**config.mk**
```make
export PLATFORM = sky130hd
export DESIGN_NAME = phy_rx_framer
export DESIGN_NICKNAME = d
export VERILOG_FILES = /design/src/rtl/phy_rx_pkg.sv /design/src/rtl/phy_rx_fifo.sv /design/src/rtl/phy_rx_framer.sv
export SDC_FILE = /design/constraint.sdc
export NUM_CORES = 1
export LEC_CHECK = 0
export ABC_AREA = 1
export BUFFER_PORTS_ARGS = -buffer_cell sky130_fd_sc_hd__buf_2
export CORE_ASPECT_RATIO = 0.5
export CORE_MARGIN = 10
export CORE_UTILIZATION = 66
export DETAILED_ROUTE_END_ITERATION = 7
export PLACE_DENSITY = 0.86
export SYNTH_ARGS = -nofsm -noshare
export SYNTH_HDL_FRONTEND = slang
export SYNTH_HIERARCHICAL = 1
export SYNTH_SLANG_ARGS = --single-unit
```
**constraint.sdc**
```tcl
create_clock -name clk -period 7.3 [get_ports clk]
set_input_delay 1.095 -clock clk [delete_from_list [all_inputs] [get_ports clk]]
set_output_delay 1.095 -clock clk [all_outputs]
set_load 0.01 [all_outputs]
```
**src/rtl/phy_rx_pkg.sv**
```systemverilog
// Shared types and constants for the MII-family receive framer.
package phy_rx_pkg;

    localparam logic [7:0] SFD = 8'hD5;

    typedef enum logic [2:0] {
        IDLE,
        PRE,
        DATA,
        DROP,
        FLUSH
    } state_t;

    typedef struct packed {
        logic       err;
        logic       last;
        logic [7:0] data;
    } fifo_entry_t;

    // Preamble symbol as seen on a PHY_W-bit bus (0x55 split into symbols).
    function automatic logic [7:0] pre_sym(input int phy_w);
        case (phy_w)
            2:       return 8'h01;
            8:       return 8'h55;
            default: return 8'h05;
        endcase
    endfunction

endpackage

```
**src/rtl/phy_rx_fifo.sv**
```systemverilog
// First-word-fall-through FIFO; output reads as zero while empty.
module phy_rx_fifo #(
    parameter int DEPTH = 16,
    parameter int W     = 10
) (
    input  logic                   clk,
    input  logic                   rst,
    input  logic                   wr_en,
    input  logic [W-1:0]           wr_data,
    input  logic                   rd_en,
    output logic [W-1:0]           rd_data,
    output logic                   valid,
    output logic [$clog2(DEPTH):0] level
);

    localparam int AW = $clog2(DEPTH);
    localparam int CW = AW + 1;

    logic [W-1:0]  mem [DEPTH];
    logic [AW-1:0] wr_ptr;
    logic [AW-1:0] rd_ptr;
    logic [AW:0]   cnt;
    logic          do_wr;
    logic          do_rd;

    assign do_rd = rd_en && (cnt != '0);
    // A write into a full FIFO is fine when the same cycle frees an entry.
    assign do_wr = wr_en && ((cnt != CW'(DEPTH)) || do_rd);

    always_ff @(posedge clk) begin
        if (rst) begin
            wr_ptr <= '0;
            rd_ptr <= '0;
            cnt    <= '0;
        end else begin
            if (do_wr) wr_ptr <= wr_ptr + AW'(1);
            if (do_rd) rd_ptr <= rd_ptr + AW'(1);
            case ({do_wr, do_rd})
                2'b10:   cnt <= cnt + CW'(1);
                2'b01:   cnt <= cnt - CW'(1);
                default: cnt <= cnt;
            endcase
        end
    end

    always_ff @(posedge clk) begin
        if (do_wr) mem[wr_ptr] <= wr_data;
    end

    assign valid   = (cnt != '0);
    assign rd_data = valid ? mem[rd_ptr] : '0;
    assign level   = cnt;

endmodule

```
**src/rtl/phy_rx_framer.sv**
```systemverilog
// Receive front end: strips preamble/SFD, packs PHY symbols into bytes, buffers them.
//   state | meaning
//   IDLE  | waiting for dv
//   PRE   | counting preamble symbols, looking for SFD
//   DATA  | packing bytes, one byte held back to tag the last
//   DROP  | ignoring the rest of a bad or over-long frame
//   FLUSH | final entry waiting for FIFO space; new frames are discarded
module phy_rx_framer
    import phy_rx_pkg::*;
#(
    parameter int PHY_W      = 4,
    parameter int FIFO_DEPTH = 16,
    parameter int MAX_LEN    = 1518,
    parameter int PRE_MIN    = 4,
    parameter int CNT_W      = 16
) (
    input  logic                          clk,
    input  logic                          rst,
    input  logic                          phy_rx_dv,
    input  logic [PHY_W-1:0]              phy_rxd,
    output logic [7:0]                    m_data,
    output logic                          m_last,
    output logic                          m_err,
    output logic                          m_valid,
    input  logic                          m_ready,
    output logic [$clog2(FIFO_DEPTH):0]   fifo_level,
    output logic [CNT_W-1:0]              frame_cnt,
    output logic [CNT_W-1:0]              err_cnt
);

    localparam int               BEATS     = 8 / PHY_W;
    localparam logic [2:0]       LAST_BEAT = 3'(BEATS - 1);
    localparam int               LW        = $clog2(FIFO_DEPTH) + 1;
    localparam int               BCW       = $clog2(MAX_LEN + 1) + 1;
    localparam int               PCW       = $clog2(PRE_MIN + 1) + 1;
    localparam int               CW1       = CNT_W + 1;
    localparam logic [7:0]       PRE_PAT   = pre_sym(PHY_W);
    localparam logic [PHY_W-1:0] PRE_SYM   = PRE_PAT[PHY_W-1:0];

    state_t           state, state_d;
    logic [7:0]       sr, sr_d, sr_shift;
    logic [7:0]       hold, hold_d;
    logic             hvld, hvld_d;
    logic             sticky, sticky_d;
    logic             dv_q;
    logic [2:0]       bc, bc_d;
    logic [BCW-1:0]   bcnt, bcnt_d;
    logic [PCW-1:0]   pcnt, pcnt_d;
    fifo_entry_t      pend, pend_d, push_ent, out_ent;
    logic             push_req, wr_en, drop_evt, space, pop;
    logic             inc_frame;
    logic [1:0]       err_inc;
    logic [CNT_W:0]   err_sum;

    // New symbols enter at the MSB end so the first one lands in the low bits.
    if (PHY_W == 8) begin : g_sr8
        assign sr_shift = phy_rxd;
    end else begin : g_srn
        assign sr_shift = {phy_rxd, sr[7:PHY_W]};
    end

    assign pop   = m_valid && m_ready;
    assign space = (fifo_level != LW'(FIFO_DEPTH)) || pop;

    always_comb begin
        state_d  = state;
        sr_d     = sr;
        pcnt_d   = pcnt;
        bc_d     = bc;
        bcnt_d   = bcnt;
        hold_d   = hold;
        hvld_d   = hvld;
        sticky_d = sticky;
        pend_d   = pend;
        push_req = 1'b0;
        push_ent = '0;
        drop_evt = 1'b0;
        wr_en    = 1'b0;

        case (state)
            IDLE: begin
                if (phy_rx_dv) begin
                    sr_d    = sr_shift;
                    pcnt_d  = PCW'(1);
                    state_d = PRE;
                end
            end
            PRE: begin
                if (!phy_rx_dv) begin
                    state_d = IDLE;
                end else begin
                    sr_d = sr_shift;
                    if (sr_shift == SFD && pcnt >= PCW'(PRE_MIN)) begin
                        state_d  = DATA;
                        bc_d     = '0;
                        bcnt_d   = '0;
                        hvld_d   = 1'b0;
                        sticky_d = 1'b0;
                    end else if (phy_rxd != PRE_SYM) begin
                        state_d  = DROP;
                        drop_evt = 1'b1;
                    end else if (pcnt < PCW'(PRE_MIN)) begin
                        pcnt_d = pcnt + PCW'(1);
                    end
                end
            end
            DATA: begin
                if (phy_rx_dv) begin
                    sr_d = sr_shift;
                    if (bc == LAST_BEAT) begin
                        bc_d = '0;
                        if (bcnt == BCW'(MAX_LEN)) begin
                            push_req = 1'b1;
                            push_ent = '{err: 1'b1, last: 1'b1, data: hold};
                            state_d  = DROP;
                        end else begin
                            bcnt_d = bcnt + BCW'(1);
                            hold_d = sr_shift;
                            hvld_d = 1'b1;
                            if (hvld) begin
                                push_req = 1'b1;
                                push_ent = '{err: 1'b0, last: 1'b0, data: hold};
                            end
                        end
                    end else begin
                        bc_d = bc + 3'd1;
                    end
                end else begin
                    state_d = IDLE;
                    if (hvld) begin
                        push_req = 1'b1;
                        push_ent = '{err: sticky || (bc != 3'd0), last: 1'b1, data: hold};
                    end else begin
                        drop_evt = 1'b1;
                    end
                end
            end
            DROP: begin
                if (!phy_rx_dv) state_d = IDLE;
            end
            FLUSH: begin
                push_req = 1'b1;
                push_ent = pend;
                drop_evt = phy_rx_dv && !dv_q;
                // Any frame that began here is discarded to its end.
                if (space) state_d = phy_rx_dv ? DROP : IDLE;
            end
            default: state_d = IDLE;
        endcase

        if (push_req) begin
            if (space) begin
                wr_en = 1'b1;
            end else if (!push_ent.last) begin
                sticky_d = 1'b1;
            end else begin
                pend_d  = push_ent;
                state_d = FLUSH;
            end
        end

        if (state_d == IDLE) sr_d = '0;
    end

    assign inc_frame = wr_en && push_ent.last && !push_ent.err;
    assign err_inc   = 2'(wr_en && push_ent.last && push_ent.err) + 2'(drop_evt);
    assign err_sum   = {1'b0, err_cnt} + CW1'(err_inc);

    always_ff @(posedge clk) begin
        if (rst) begin
            state     <= IDLE;
            sr        <= '0;
            pcnt      <= '0;
            bc        <= '0;
            bcnt      <= '0;
            hold      <= '0;
            hvld      <= 1'b0;
            sticky    <= 1'b0;
            pend      <= '0;
            dv_q      <= 1'b0;
            frame_cnt <= '0;
            err_cnt   <= '0;
        end else begin
            state  <= state_d;
            sr     <= sr_d;
            pcnt   <= pcnt_d;
            bc     <= bc_d;
            bcnt   <= bcnt_d;
            hold   <= hold_d;
            hvld   <= hvld_d;
            sticky <= sticky_d;
            pend   <= pend_d;
            dv_q   <= phy_rx_dv;
            if (inc_frame && frame_cnt != '1) frame_cnt <= frame_cnt + CNT_W'(1);
            err_cnt <= err_sum[CNT_W] ? '1 : err_sum[CNT_W-1:0];
        end
    end

    phy_rx_fifo #(
        .DEPTH (FIFO_DEPTH),
        .W     ($bits(fifo_entry_t))
    ) u_fifo (
        .clk     (clk),
        .rst     (rst),
        .wr_en   (wr_en),
        .wr_data (push_ent),
        .rd_en   (m_ready),
        .rd_data (out_ent),
        .valid   (m_valid),
        .level   (fifo_level)
    );

    assign m_data = out_ent.data;
    assign m_last = out_ent.last;
    assign m_err  = out_ent.err;

endmodule

```
# == Word level (Yosys, flattened, before mapping) ==
# Memory sizes are Yosys's and may differ from the RTL's. A register that Yosys moved wholly into a read port is not among the register bits.
# Cells that the tools add are included.
# word_totals
word_cells,149
ramBits,160
regBits,96
n_memories,1
input_bits,8
# classes
n_bitwise,2
eq_ne,21
n_reduce_logical,27
n_mux,69
addsub,10
magnitude_cmp,2
# mem_list
memory,words,word_bits,read_ports,rd_ports_with_merged_regs,write_ports,line,rtl
u_fifo.mem,16,10,1,1,1,phy_rx_fifo.sv:19,logic [W-1:0] mem [DEPTH];
# ops
operator,count
$mux W12,5
$mux W10,5
$mux W3,16
$mux W4,7
$mux W1,24
$pmux W12 S2,1
$pmux W10 S2,1
$ne A2 B2 Y1 const B,9
$add A16 B2 Y17,1
$add A16 B1 Y16 const B,1
$mux W16,1
$ne A16 B16 Y1 const B,1
$pmux W3 S5,1
$add A12 B1 Y12 const B,1
$add A4 B1 Y4 const B,3
$eq A12 B11 Y1 const B,1
$reduce_and A6 Y1,2
$pmux W5 S2,1
$eq A8 B8 Y1 const B,1
$logic_and A1 B1 Y1,8
$mux W8,1
$pmux W4 S2,1
$reduce_and A4 Y1,2
$eq A3 B1 Y1 const B,2
other kinds (27),35

# == Longest topological paths before layout ==
# Gate-level depths: netlist of the first run.
# depth
ltp_word,11
depth_mapped,20
ltp_nobuf,19

# == Hierarchy ==
# Netlist of the first run, hierarchy kept.
# modules_own_cells
module,area_each_um2,seq_area_each_um2,cells_each,instances
phy_rx_fifo,7473.4,5144.9,663,1
phy_rx_framer,4107.7,1581.5,555,1

# == Least setup slack after synthesis of the first run ==
# OpenSTA, ideal clock, no wires.
# synth_timing
kind,input-to-reg
from,input phy_rx_dv
to,register err_cnt[11]
setup_time_ps,59
slack_ps,3919
path_stages,13
arrival_ps,3322
path_cell_list,inv_8 -> nand3_2 -> nand3_4 -> nand3_4 -> a21oi_1 -> fa_1 -> ha_1 -> nand3_1 -> nor4_4 -> nand4_1 -> nor4_1 -> o21ai_0 -> inv_1
# synth_lines
element,line,rtl
"start, declared",phy_rx_framer.sv:19,"input logic phy_rx_dv,"
"end signal, assigned",phy_rx_framer.sv:195,err_cnt <= err_sum[CNT_W] ? '1 : err_sum[CNT_W-1:0];
"end, declared",phy_rx_framer.sv:28,output logic [CNT_W-1:0] err_cnt

==> reports/qor.yml, run 1 <==
placed_design:
  io_buffers: 55
  place.gp.congestion: 0.9402
  dpl.hpwl_mm: 16.79
  placed_area_sq_um: 11930
sta:
  fin_worst_skew_ns: 0.01993
  grt_setup_unrepaired: "false"
  layout_min_cycle_time_ns: 4.274
  relSlewSlack_pct: 19.76
  whs_ns: 0.4584
  max_clock_freq_mhz: 234.0
  final_hold_viol_count: 0
  fin_crit_sh_pct: 58.55
  drv_slew: 0
  setup_tns_ns: 0
  setup_viol: 0
  tightest_slew_ns: 1.199
cts:
  clk_latency_ns: 0.52
  post_cts_buffers: 0
  cts.sinks: 256
  root_buffer: "clkbuf_16"
  h-tree-depth: 1
  cts_resized: 0
  cts_tree: "yes"
  clk_path_buf_depth: 3
  cts.clk_slew.worst_paths_ns: 0.06
  cts_buffers: 22
  hold_buffers: 0
worst_setup_path:
  rr_endpoint: "err_cnt[9]"
  worstReg2RegStart: "state[0]"
  path_class: "register to output port"
  r2r_setup_slack_ns: 3.65
  cp.required_ns: 6.20
  worstRegToRegCells: 15
  end_kind: "output port"
  path_max_fanout: 46
  startpoint_type: "register"
  worstPathArrival_ns: 3.18
cells_and_area:
  areaGrowthSynthToFinish_pct: 9.065
  n_antenna_cell: 0
  fillCellCount: 1143
  layout-drive-gt1-share_pct: 11.14
  nNetsFinal: 1282
  final_core_util_pct: 73.13
  finalInstanceArea_sq_um: 12630
global_route:
  grt_max_degree: 54
  grt_usage_pct: 22.30
  grt_pass1_wl_mm: 43.68
  antenna_found_initial: 1
  grt_pass1_vias: 8931
  grt_overflow_total: 0
floorplanning:
  pin_count: 56
  die_area_sq_um: 23570
  num_rows: 34
  die_x_microns: 207.3
  initial_core_util_pct: 67.05
  die_h_microns: 113.7
  core-area_sq_um: 17270
synth:
  syn-num-nets: 1241
  syn_area_per_cell_sq_um: 9.508
  ys_ff_latch: 256
  ys_seq_area_share_pct: 58.08
  synthArstFlopShare_pct: 0
  syn_area_sq_um: 11580
  ys.warnings.count: 6
  synth_cell_types: 48
  synthFlopType: "edfxtp_1"
  netlist_instances: 1218
  synth_edf_count: 160
pwr:
  swShare_pct: 32.85
  combPwrFrac_pct: 25.5
  total_power_mw: 3.684
  p_seq_share_pct: 43.5
  irDropWorstVdd_v: 0.0002101
  switchingPower_mw: 1.210
  p_leak_nw: 5.072
  p_per_area_nw_per_um2: 291.7
  internal_power_mw: 2.474
  clockPowerShare_pct: 30.9
hold_path:
  hold_depth: 2
  hp-start: "pcnt[2]"
  hold_end: "pcnt[2]"
  min_path_type: "register to register"
drt:
  first_iter_violations: 1006
  first_pass_iters: 6
  wl_per_cell_microns: 17.93
  vias_per_cell: 5.972
  drt_wl_total_mm: 27.06
  drc: 0
  vias: 9011
  antenna_left: 0
outcome:
  status: "finished clean"
flow_run:
  cap_violations: 0
## power groups by stage
stage | sequential (mW) | combinational [mW] | clock, mW
6_report | 1.60 | 0.940 | 1.14
5_1_grt | 1.61 | 1.03 | 1.21
4_1_cts | 1.60 | 0.928 | 1.15
3_5_place_dp | 1.63 | 0.915 | 0
3_3_place_gp | 1.63 | 0.875 | 0
2_1_floorplan | 1.61 | 0.708 | 0
## cells in the mapped netlist (4+ instances only)
| master | count | area [sq um] |
|---|---|---|
| a21oi_1 | 71 | 355.3 |
| a22o_1 | 8 | 70.07 |
| buf_1 | 4 | 15.01 |
| buf_2 | 14 | 70.07 |
| buf_6 | 14 | 157.7 |
| clkbuf_1 | 15 | 56.30 |
| dfxtp_1 | 96 | 1922 |
| edfxtp_1 | 160 | 4805 |
| ha_1 | 13 | 162.7 |
| inv_1 | 70 | 262.8 |
| inv_2 | 4 | 15.01 |
| nand2_1 | 316 | 1186 |
| nand2_2 | 6 | 37.54 |
| nand2_4 | 6 | 67.56 |
| nand3_1 | 181 | 905.9 |
| nand3b_1 | 5 | 37.54 |
| nand4_1 | 8 | 50.05 |
| nor2_1 | 83 | 311.6 |
| nor3_1 | 29 | 145.1 |
| o21ai_0 | 32 | 160.2 |
| xnor2_1 | 9 | 78.83 |
| xor2_1 | 25 | 219.0 |
## area by class of cell
cell class	count	area, sq um	share of cell area (%)
Clock inverter	7	70.07	0.5547
Clock buffer	33	631.9	5.002
Inverter	78	302.8	2.397
Multi-Input combinational cell	833	4233	33.51
Sequential cell	256	6728	53.26
Tap cell	234	292.8	2.318
Timing Repair Buffer	68	372.9	2.952
## worst max-delay path, cell delays in order (launching register included)
cell and delay (ns):
dfxtp_2 0.50, inv_2 0.56, buf_4 0.56, nand2_1 0.11, nand3_1 0.10, nand3_1 0.10, nand2_1 0.12, nand2_1 0.06
a21oi_1 0.30, buf_2 0.20
## cell families after synthesis
group                      share of synthesized area, %
and+or+nand+nor                                   26.24
DFF                                               58.08
buffers and inverters                             5.499
AOI/OAI and AO/OA                                 5.856
xor gates and xnor gates                          2.571
adders and majority gates                         1.750
## flip-flops by register name (all words and copies together), names as in the netlist, named ones only
name,count
hold,8
u_fifo/rd_ptr,4
pend,10
hvld,1
u_fifo/mem,160
bc,3
dv_q,1
pcnt,4
state,3
u_fifo/wr_ptr,4
err_cnt,16
sr,4
sticky,1
bcnt,12
frame_cnt,16
u_fifo/level,5
## layer usage
| metal | global-route usage, % | share of wire (%) | wire length (microns) |
|---|---|---|---|
| met5 | 0 | 0.033 | 9 |
| met4 | 7.830 | 2.4 | 640 |
| met3 | 4.911 | 10 | 2819 |
| met2 | 39.04 | 49 | 13300 |
| met1 | 26.96 | 38 | 10290 |
## worst max path at each step
stage	start	endpoint	slack, ns	cells after the start
2_1_floorplan	phy_rx_dv	err_cnt[11]	3.92	13
3_3_place_gp	phy_rx_dv	err_cnt[11]	3.40	14
3_5_place_dp	phy_rx_dv	err_cnt[9]	3.25	14
4_1_cts	register	m_last	3.13	9
5_1_grt	register	m_last	2.87	9
6_report	register	m_last	3.03	9
## stage by stage
stage          setup slack, ns  cells
2_1_floorplan            3.919   1218
3_3_place_gp             3.403   1469
3_5_place_dp             3.250   1469
4_1_cts                  3.133   1509
5_1_grt                  2.866   1509
6_report                 3.026   1509
## placed cells by master, fill, tap and decap left out, types with 3 or more instances in the layout
cell type  synthesis  layout
edfxtp_1         160     160
nand3_4            3       3
nor3_2             0       3
nand3_1          181     181
clkbuf_8           0       4
inv_1             70      70
dfxtp_1           96      95
ha_1              13      13
xor2_1            25      25
clkbuf_1          15       7
clkinv_2           0       4
nor2_4             3       3
nor2_2             3       3
o21ai_0           32      32
nand3b_1           5       5
nand2_2            6       6
buf_4              2      13
clkinv_1           2       3
o21ai_1            3       3
nand2_1          316     316
a211oi_1           3       3
inv_2              4       4
xnor2_1            9       9
a22o_1             8       8
a31oi_1            3       3
nand4_1            8       8
nor3_1            29      26
clkbuf_16          0      22
nor2_1            83      83
a21oi_1           71      71
buf_2             14      55
nand2_4            6       6
(Power assumes the default switching activity.)
==> run 2: changes to the inputs <==
- ABC_AREA: 1 -> 0
- CORE_UTILIZATION: 66 -> 55
- PLACE_DENSITY: 0.86 -> 0.77
- clock period: 7.3 -> 3.6 ns (I/O delays scaled with it)
==> reports/qor.yml, run 2 <==
outcome:
  status: "finished clean"
synth:
  ys_seq_area_share_pct: 61.45
  syn-num-nets: 830
  synth_cell_types: 64
  yosys.cell_count.top_type: "edfxtp_1"
  ys_ff_latch: 256
  synthFlopType: "edfxtp_1"
  synthTopCellsByArea: "edfxtp_1 (44%), dfxtp_1 (18%), mux4_2 (8.2%), mux2i_1 (2.6%), nor2_1 (2.2%)"
  syn_area_per_cell_sq_um: 13.56
  ys.warnings.count: 6
  synth_top_area_cell: "edfxtp_1"
  synthArstFlopShare_pct: 0
  yosys.area.top_type_share_pct: 43.89
  netlist_instances: 807
  synthTopCellsByCount: "edfxtp_1 (160), dfxtp_1 (96), nor2_1 (64), a21oi_1 (41), mux4_2 (40)"
  syn_area_sq_um: 10950
  synth_edf_count: 160
drt:
  antenna_left: 0
  first_pass_iters: 5
  vias_per_cell: 5.985
  wl_per_cell_microns: 20.23
  drt_wl_total_mm: 23.41
  drc: 0
  vias: 6925
  first_iter_violations: 589
hold_path:
  min_path_type: "input port to register"
cells_and_area:
  areaGrowthSynthToFinish_pct: 12.61
  n_antenna_cell: 0
  layout-drive-gt1-share_pct: 19.64
  reg_top3: "u_fifo/mem (160), err_cnt (16), frame_cnt (16)"
  top_register: "u_fifo/mem"
  layout_common_cells: "edfxtp_1 (160), dfxtp_1 (94), nor2_1 (63), buf_2 (55), a21oi_1 (41)"
  largest_reg_flops: 160
  final_common_cell: "edfxtp_1"
  multi_input_area_sq_um: 3938
  fillCellCount: 1433
  nNetsFinal: 897
  seqCellArea_sq_um: 6729
cts:
  h-tree-depth: 1
  cts_buffers: 23
  cts_tree: "yes"
  post_cts_buffers: 0
  clk_latency_ns: 0.52
  cts.sinks: 256
  root_buffer: "clkbuf_16"
  clk_path_buf_depth: 3
  cts.clk_slew.worst_paths_ns: 0.06
pwr:
  swShare_pct: 24.02
  combPwrFrac_pct: 11.3
  internal_power_mw: 4.784
  irDropWorstVdd_v: 0.0003227
  switchingPower_mw: 1.512
  p_seq_share_pct: 50.1
  clockPowerShare_pct: 38.6
  p_leak_nw: 4.048
  p_per_area_nw_per_um2: 510.8
worst_setup_path:
  path_class: "register to register"
  critPathSlowestCell: "or4_1"
  rr_endpoint: "u_fifo/level[4]"
  cp.required_ns: 3.98
  worstPathArrival_ns: 3.74
  worstReg2RegStart: "u_fifo/level[2]"
  path_max_fanout: 6
  path_cells: "or4_1 -> nor2_1 -> inv_1 -> a21boi_1 -> and2_1 -> a31oi_1 -> nor2b_1 -> o21ai_4 -> fa_1 -> nand2b_1 -> a21oi_1 -> mux2i_1 -> nand4_1"
  path_depth: 13
  r2r_setup_slack_ns: 0.25
  slowest_delay_ns: 0.50
  critical_path_buf_inv_count: 1
  end_kind: "register"
  cp-endpoint: "u_fifo/level[4]"
  worstRegToRegCells: 13
  cp_top_family: "simple AND/OR/NAND/NOR gates"
  startpoint_type: "register"
  startpoint: "u_fifo/level[2]"
sta:
  fin_crit_sh_pct: 93.08
  tightest_slew_ns: 0.8841
  final_hold_viol_count: 0
  setup_viol: 0
  whs_ns: 0.3069
  relSlewSlack_pct: 41.06
  fin_worst_skew_ns: 0.01818
  drv_slew: 0
  setup_tns_ns: 0
  grt_setup_unrepaired: "false"
  max_clock_freq_mhz: 298.4
  layout_min_cycle_time_ns: 3.351
global_route:
  grt_overflow_total: 0
  grt_pass1_vias: 6971
  grt_usage_pct: 17.91
  grt_max_degree: 50
  grt_pass1_wl_mm: 38.13
  antenna_found_initial: 0
floorplanning:
  num_rows: 36
  die_area_sq_um: 26290
  die_x_microns: 219.5
  pin_count: 56
  die_h_microns: 119.8
  initial_core_util_pct: 56.13
  core-area_sq_um: 19500
placed_design:
  dpl.hpwl_mm: 15.40
  io_buffers: 55
  place.gp.congestion: 0.8949
flow_run:
  cap_violations: 0
==> run 2: worst min-delay path: stages <==
cell and delay, ns:
buf_2 0.10, mux2i_1 0.06, nor2_1 0.07
==> run 2: how the worst min path moves through the flow <==
stage | endpoint | slack, ns | start | cells after the start
after detailed placement | pcnt[3] | 0.44 | pcnt[3] | 2
after global placement | pcnt[3] | 0.44 | pcnt[3] | 2
after floorplan | pcnt[3] | 0.42 | pcnt[3] | 2
after global routing | hold[5] | 0.32 | phy_rxd[1] | 3
final | hold[4] | 0.31 | phy_rxd[0] | 3
after CTS | hold[4] | 0.29 | phy_rxd[0] | 3
==> run 2: what timing repair did <==
item	CTS	global route
endpoints found under the setup margin	0	15
gates resized for setup	0	3
hold buffers	0	0
==> run 2: layout make-up <==
cell class | instances | share of cell area (%)
clock buffer | 29 | 5.014
clock inverter | 13 | 1.066
inverter | 26 | 0.7917
multi-input combinational | 488 | 31.94
sequential | 256 | 54.59
tap | 266 | 2.700
timing repair buffer | 79 | 3.898
==> run 2: logic make-up (layout without fill, tap and decap cells) <==
family                     Yosys count  in the layout  synth area share (%)
muxes                               73             73                 11.30
xor gates and xnor gates            23             23                 1.840
and+or+nand+nor                    235            235                 11.89
buffers and inverters               63            147                 2.697
DFF                                256            256                 61.45
adders and majority gates           15             15                 1.852
AOI/OAI and AO/OA                  142            142                 8.973
==> run 2: power groups by stage <==
stage,combinational [mW],clock [mW],sequential [mW]
2_1_floorplan,0.513,0,3.21
3_3_place_gp,0.697,0,3.22
3_5_place_dp,0.714,0,3.22
4_1_cts,0.715,2.47,3.16
5_1_grt,0.772,2.60,3.16
6_report,0.710,2.43,3.16
==> run 2: layer usage <==
| layer | wire length (microns) | GRT usage, % |
|---|---|---|
| met5 | 0 | 0 |
| met4 | 258 | 3.041 |
| met3 | 1784 | 4.137 |
| met2 | 11440 | 29.95 |
| met1 | 9925 | 23.78 |
==> run 2: per-stage QoR <==
step | setup WS, ns | power (mW) | area [sq um] | util (%) | instances
after floorplan | 0.02072 | 3.724 | 10950 | - | 807
after global placement | 0.2293 | 3.917 | 11560 | 59.30 | 1115
after detailed placement | 0.09975 | 3.936 | 11560 | 59.30 | 1115
after CTS | 0.2668 | 6.346 | 12310 | 63.14 | 1157
after global routing | 0.01694 | 6.532 | 12330 | 63.20 | 1157
final | 0.2492 | 6.297 | 12330 | 63.20 | 1157
==> run 3: changes to the inputs <==
- CELL_PAD_IN_SITES_DETAIL_PLACEMENT: not set -> 1
- CELL_PAD_IN_SITES_GLOBAL_PLACEMENT: not set -> 1
- CORE_UTILIZATION: 55 -> 46
==> reports/qor.yml, run 3 (synthesized netlist as in run 2, its figures left out) <==
outcome:
  status: "finished clean"
floorplanning:
  core-area_sq_um: 23130
  num_rows: 39
  pin_count: 56
  initial_core_util_pct: 47.33
  die_x_microns: 238.2
  die_h_microns: 129.1
  die_area_sq_um: 30740
placed_design:
  placed_area_sq_um: 11700
  place.gp.congestion: 0.8164
  dpl.hpwl_mm: 18.30
  io_buffers: 55
cts:
  cts_tree: "yes"
  cts_buffers: 24
  clk_path_buf_depth: 3
  h-tree-depth: 1
  cts.clk_slew.worst_paths_ns: 0.07
  root_buffer: "clkbuf_16"
  clk_latency_ns: 0.53
  cts.sinks: 256
drt:
  vias_per_cell: 5.823
  first_iter_violations: 397
  wl_met1_mm: 12.03
  dr_wl_met3_mm: 1.155
  first_pass_iters: 4
  vias: 7057
  antenna_left: 0
  top_layer: "met4"
  wl_met2_mm: 13.78
  wl_per_cell_microns: 22.60
  drc: 0
  drt_wl_total_mm: 27.39
pwr:
  total_power_mw: 6.451
  p_per_area_nw_per_um2: 516.3
  internal_power_mw: 4.853
  irDropWorstVdd_v: 0.0002793
  switchingPower_mw: 1.598
  p_leak_nw: 4.128
  combPwrFrac_pct: 11.1
  clockPowerShare_pct: 39.6
  swShare_pct: 24.77
  p_seq_share_pct: 49.2
sta:
  layout_min_cycle_time_ns: 3.368
  drv_slew: 0
  grt_setup_unrepaired: "false"
  relSlewSlack_pct: 37.24
  setup_tns_ns: 0
  fin_crit_sh_pct: 93.55
  setup_viol: 0
  fin_worst_skew_ns: 0.009753
  max_clock_freq_mhz: 296.9
  final_hold_viol_count: 0
  tightest_slew_ns: 0.9401
hold_path:
  hp-start: "phy_rxd[1]"
  hold_depth: 3
  min_path_type: "input port to register"
worst_setup_path:
  cpMostUsedCell: "a211oi_1"
  cp.required_ns: 3.06
  worstPathArrival_ns: 2.83
  slowest_delay_ns: 0.69
  end_kind: "output port"
  path_max_fanout: 15
  worstReg2RegStart: "u_fifo/level[2]"
  critPathSlowestCell: "dfxtp_2"
  path_cells: "buf_4 -> mux4_2 -> a211oi_1 -> a211oi_1 -> buf_2"
  worstRegToRegCells: 13
  startpoint_type: "register"
  path_class: "register to output port"
cells_and_area:
  nNetsFinal: 911
  fillCellCount: 2349
  multi_input_area_sq_um: 3935
  reg_top3: "u_fifo/mem (160), err_cnt (16), frame_cnt (16)"
  layout-drive-gt1-share_pct: 21.22
  finalInstanceArea_sq_um: 12500
  layout_common_cells: "edfxtp_1 (160), dfxtp_1 (94), nor2_1 (64), buf_2 (55), a21oi_1 (41)"
  final_common_cell: "edfxtp_1"
  seqCellArea_sq_um: 6729
  areaGrowthSynthToFinish_pct: 14.15
  largest_reg_flops: 160
  top_register: "u_fifo/mem"
  n_antenna_cell: 0
global_route:
  grt_pass1_wl_mm: 43.29
  grt_pass1_vias: 7575
  grt_usage_pct: 17.69
  antenna_found_initial: 0
  grt_max_degree: 47
  grt_overflow_total: 0
flow_run:
  cap_violations: 0
## run 3: power groups by stage
stage / registers, mW / clock network (mW) / logic [mW]
after floorplan: 3.21 / 0 / 0.513
after global placement: 3.24 / 0 / 0.695
after detailed placement: 3.24 / 0 / 0.715
after CTS: 3.18 / 2.62 / 0.721
after global routing: 3.18 / 2.73 / 0.775
final: 3.18 / 2.56 / 0.717
## run 3: final timing paths
| path | slack [ns] | to |
|---|---|---|
| hold reg to reg | 0.47 | pcnt[1] |
| setup reg to reg | 0.27 | u_fifo/level[4] |
| hold / removal | 0.28 | hold[5] |
| setup / recovery | 0.23 | m_data[5] |
## run 3: area by class of cell
class	count	share of cell area [%]
clock buffer	26	4.866
timing repair buffer	92	4.526
sequential	256	53.85
tap	307	3.074
clock inverter	17	1.412
multi-input combinational	488	31.49
inverter	26	0.7810
## run 3: per-layer routing
| metal | track usage (%) | vias to the layer above |
|---|---|---|
| met3 | 2.983 | 32 |
| met1 | 22.50 | 3643 |
| met5 | 0 | - |
| met4 | 3.596 | 0 |
| met2 | 31.60 | 126 |
| li1 | - | 3256 |
## run 3: through the flow
step                      hold slack, ns  utilization (%)  std cells  setup WS (ns)
after detailed placement          0.4534            50.59       1169         0.1321
after global placement            0.4358            50.59       1169         0.2893
final                             0.2752            54.02       1212         0.2324
after global routing              0.2970            54.02       1212        0.01357
after CTS                         0.2544            53.98       1212         0.1457
after floorplan                   0.4234                -        807        0.02072
## run 3: worst max-delay path: cells and delay by family, from the launching register on
family,cells,cell delay [ns]
AOI/OAI and AO/OA,2,0.50
buffers and inverters,2,0.57
DFF,1,0.69
muxes,1,0.54
## run 3: what timing repair did
| action | CTS | global route |
|---|---|---|
| setup buffers | 0 | 0 |
| endpoints found under the setup margin | 0 | 17 |
| gates resized for setup | 0 | 3 |
| hold buffers | 0 | 0 |
